<file path="src/rtl/serial_addsub.sv">
// Digit-serial adder/subtractor: operands are consumed DIGIT bits per clock, LSB first,
// through a full-adder/full-subtractor chain whose carry/borrow is registered between digits.
module serial_addsub #(
  parameter int unsigned WIDTH = 8,
  parameter int unsigned DIGIT = 1
) (
  input  logic             clk,
  input  logic             rst_n,
  input  logic             start,
  input  logic             mode,
  input  logic [WIDTH-1:0] a,
  input  logic [WIDTH-1:0] b,
  input  logic             cin,
  output logic             busy,
  output logic             done,
  output logic [WIDTH-1:0] res,
  output logic             cy,
  output logic             ovf
);

  localparam int unsigned N    = WIDTH / DIGIT;
  localparam int unsigned CntW = (N > 1) ? $clog2(N) : 1;

  typedef enum logic [1:0] {StIdle, StRun, StDone} state_e;

  state_e           state_q, state_d;
  logic [WIDTH-1:0] a_q, a_d, b_q, b_d, acc_q, acc_d;
  logic [WIDTH-1:0] res_q, res_d;
  logic [CntW-1:0]  cnt_q, cnt_d;
  logic             mode_q, mode_d, c_q, c_d;
  logic             a_msb_q, a_msb_d, b_msb_q, b_msb_d;
  logic             cy_q, cy_d, ovf_q, ovf_d;

  logic [DIGIT-1:0]       dig;
  logic                   chain_c;
  logic [WIDTH+DIGIT-1:0] shifted;
  logic [WIDTH-1:0]       acc_next;
  logic                   last;

  // One digit of cells; chain_c carries between cells and leaves as the digit carry-out.
  always_comb begin
    logic ai, bi;
    chain_c = c_q;
    dig     = '0;
    for (int i = 0; i < int'(DIGIT); i++) begin
      ai     = a_q[i];
      bi     = b_q[i];
      dig[i] = ai ^ bi ^ chain_c;
      if (mode_q) chain_c = (~(ai ^ bi) & chain_c) | (~ai & bi);
      else        chain_c = (ai & bi) | (bi & chain_c) | (chain_c & ai);
    end
  end

  // Widened concatenation keeps the shift legal when DIGIT == WIDTH.
  assign shifted  = {dig, acc_q};
  assign acc_next = shifted[WIDTH+DIGIT-1:DIGIT];
  assign last     = (cnt_q == CntW'(N - 1));

  always_comb begin
    state_d = state_q;
    a_d     = a_q;
    b_d     = b_q;
    acc_d   = acc_q;
    cnt_d   = cnt_q;
    mode_d  = mode_q;
    c_d     = c_q;
    a_msb_d = a_msb_q;
    b_msb_d = b_msb_q;
    res_d   = res_q;
    cy_d    = cy_q;
    ovf_d   = ovf_q;
    unique case (state_q)
      StIdle, StDone: begin
        if (start) begin
          state_d = StRun;
          a_d     = a;
          b_d     = b;
          mode_d  = mode;
          c_d     = cin;
          a_msb_d = a[WIDTH-1];
          b_msb_d = b[WIDTH-1];
          acc_d   = '0;
          cnt_d   = '0;
        end else begin
          state_d = StIdle;
        end
      end
      StRun: begin
        a_d   = a_q >> DIGIT;
        b_d   = b_q >> DIGIT;
        acc_d = acc_next;
        c_d   = chain_c;
        cnt_d = cnt_q + CntW'(1);
        if (last) begin
          state_d = StDone;
          res_d   = acc_next;
          cy_d    = chain_c;
          ovf_d   = (mode_q ? (a_msb_q != b_msb_q) : (a_msb_q == b_msb_q)) &&
                    (acc_next[WIDTH-1] != a_msb_q);
        end
      end
      default: state_d = StIdle;
    endcase
  end

  always_ff @(posedge clk) begin
    if (!rst_n) begin
      state_q <= StIdle;
      a_q     <= '0;
      b_q     <= '0;
      acc_q   <= '0;
      cnt_q   <= '0;
      mode_q  <= 1'b0;
      c_q     <= 1'b0;
      a_msb_q <= 1'b0;
      b_msb_q <= 1'b0;
      res_q   <= '0;
      cy_q    <= 1'b0;
      ovf_q   <= 1'b0;
    end else begin
      state_q <= state_d;
      a_q     <= a_d;
      b_q     <= b_d;
      acc_q   <= acc_d;
      cnt_q   <= cnt_d;
      mode_q  <= mode_d;
      c_q     <= c_d;
      a_msb_q <= a_msb_d;
      b_msb_q <= b_msb_d;
      res_q   <= res_d;
      cy_q    <= cy_d;
      ovf_q   <= ovf_d;
    end
  end

  assign busy = (state_q == StRun);
  assign done = (state_q == StDone);
  assign res  = res_q;
  assign cy   = cy_q;
  assign ovf  = ovf_q;

endmodule
</file>
<file path="config.mk">
export PLATFORM = sky130hd
export DESIGN_NAME = serial_addsub
export DESIGN_NICKNAME = d
export VERILOG_FILES = /design/src/rtl/serial_addsub.sv
export SDC_FILE = /design/constraint.sdc
export NUM_CORES = 1
export LEC_CHECK = 0
export CORE_AREA = 2 2 62 64
export DETAILED_ROUTE_END_ITERATION = 10
export DIE_AREA = 0 0 64 66
export PLACE_DENSITY = 0.89
export SLEW_MARGIN = 30
export SYNTH_ARGS = -nofsm -noshare
export SYNTH_HDL_FRONTEND = slang
export SYNTH_SLANG_ARGS = --single-unit
</file>
<file path="constraint.sdc">
create_clock -name clk -period 1.6 [get_ports clk]
set_input_delay 0.24 -clock clk [delete_from_list [all_inputs] [get_ports clk]]
set_output_delay 0.24 -clock clk [all_outputs]
set_load 0.02 [all_outputs]
</file>
==> reports/results.ini <==
[critical_path]
critPathTopFamily = buffers and inverters
path_class = reg -> out
cp.depth = 1
critical_path_arrival_ns = 1.29
critPathCaptureType = primary output
cp_num_buf_inv = 1
critPathSlowestCell = clkdlybuf4s50_1
crit_path_start_kind = flop
slowest_delay_ns = 0.61
r2r_cells = 5
crit_fanout = 2
cp.required_ns = 1.36
path_cells = clkdlybuf4s50_1

[sta]
fin_crit_sh = 0.9538
fin_crit_ns = 1.526
max_slew.worst_pin.slew_ns = 0.3792
tns_ns = 0
setup_viol = 0
fmax_mhz = 655.3
max-slew-margin-rel = 0.7472
finalClockSkew_ns = 0.002950
finalMaxSlewViolations = 0
grt_setup_unrepaired = no
hold_viol = 0

[clock_network]
clkSinkCount = 42
cts_made_buffers = 5
clockRootBuffer = clkbuf_4
cts_setup_buffers = 0
ctsHtreeMaxLevel = 2
clock_latency_ns = 0.33
ctsHoldBuffers = 0
cts_tree = built
cts_buffer_depth = 2
clk_pin_slew_ns = 0.11

[die]
die_h_um = 66
dieArea_um2 = 4224
core_um2 = 3551
start_util = 0.4996
ios = 33
fp.dieW_um = 64
rows = 22

[power_and_ir_drop]
power_w = 0.001866
p_per_area_nw_per_um2 = 860.2
peakVddDrop_v = 0.0005502
p_leak_nw = 0.8064

[route]
totalWireLength_um = 3204
num_vias = 1466
avgRoutedWirePerCell_um = 11.09
drt_iter0_markers = 78
postRouteAntennaNets = 0
drtPass1Iterations = 4
drt-vias-per-instance = 5.073
drc_errors = 0

[layout]
instances_no_fill = 289
layout_commonest_cell = nand2_1
fin_nets = 266
drive_gt1_frac = 0.06224
area_delta_synth_final_pct = 22.28
final_area_um2 = 2170
final_core_util = 0.6110
diodes = 0
mostFrequentLayoutCells = nand2_1, dfxtp_1, clkdlybuf4s50_1

[global_routing]
antenna_found_initial = 0
grt_first_pass_wirelength_um = 5733
grt_pass1_vias = 1341
grt_usage = 0.1736
grt_max_degree = 45
grt_overflow_total = 0

[placed_design]
dp_cells = 282
io_buffers = 32
post_dp_cell_area_um2 = 2122
dp_hpwl_um = 2140
place_congestion = 0.7226

[logic_synthesis]
netlist_area_um2 = 1774
ys_seq_elements = 42
synth_warnings = 0
ys_types = 27
synthArstFlopShare = 0
yosysSeqAreaShare = 0.4739
yosys_most_used_dff = dfxtp_1
synth_edf_count = 0
syn_inst = 211
syn_avg_cell_area_um2 = 8.409
syn_nets = 236

[flow_run]
drv_cap = 0

[worst_hold_path]
hp-class = reg -> reg
whs_path_depth = 2

[run_status]
status = complete, no violations

-- final cells by class --
type | count | area [µm²]
inverter | 4 | 15.01
multi-input combinational | 150 | 829.5
fill | 321 | 1381
clock buffer | 7 | 45.04
sequential | 42 | 842.1
tap | 48 | 60.06
timing repair buffer | 38 | 377.9
-- routing by layer --
metal / global-route usage / wire length [µm] / vias up
li1: - / - / 768
met4: 0.07065 / 44 / 0
met1: 0.2094 / 1478 / 664
met3: 0.06303 / 125 / 5
met2: 0.2799 / 1556 / 29
met5: 0 / 0 / -
-- cell usage after synthesis (all sizes together) (2+ instances only) --
library cell	n	area, µm²
nand3	11	55.05
a31oi	15	93.84
nor2b	4	25.02
fa	2	40.04
o21ai	17	85.08
inv	4	15.01
ha	2	25.02
nand2b	2	15.02
mux2i	2	20.02
and2	2	12.51
a21boi	23	172.7
buf	11	75.07
dfxtp	42	840.8
clkbuf	4	15.01
nand2	63	236.5
-- report_power, final --
part	switching [W]	internal, W	leakage [nW]
logic	0.000140	0.000132	0.438
clock network	0.000300	0.000166	0.0254
registers	0.0000304	0.00110	0.343
-- final timing paths --
path | slack (ns) | endpoint | from
max | 0.07 | res[7] | res[7]
min reg2reg | 0.46 | res[4] | res[4]
min | 0.46 | res[4] | res[4]
max reg2reg | 0.19 | ovf | b_q[0]
-- timing repair --
action	4_1_cts	5_1_grt
endpoints found under the setup margin	2	3
cloned	0	0
gates resized for setup	2	3
hold endpoints to repair	0	0
-- kinds of logic (layout without fill, tap and decap cells) --
logic type	after synthesis	count (layout)	synth area share
AOI/OAI and AO/OA	57	57	0.2052
xor gates and xnor gates	1	1	0.004937
adders and majority gates	4	4	0.03667
buffers and inverters	19	49	0.05923
DFF	42	42	0.4739
muxes	2	2	0.01128
and+or+nand+nor	86	86	0.2087
-- through the flow --
| step | hold slack, ns | setup WS, ns |
|---|---|---|
| 4_1_cts | 0.4439 | 0.04546 |
| 6_report | 0.4556 | 0.07397 |
| 3_5_place_dp | 0.4442 | 0.1513 |
| 5_1_grt | 0.4378 | 0.001173 |
| 3_3_place_gp | 0.4408 | 0.1877 |
| 2_1_floorplan | 0.3783 | 0.2866 |
-- registers in the layout, summed over array words and instances (netlist names) --
signal / count
state_q: 2
a_q: 8
res: 8
b_msb_q: 1
a_msb_q: 1
ovf: 1
cnt_q: 3
c_q: 1
b_q: 8
mode_q: 1
acc_q: 7
cy: 1
No activity file was read; power rests on OpenSTA's default activity.
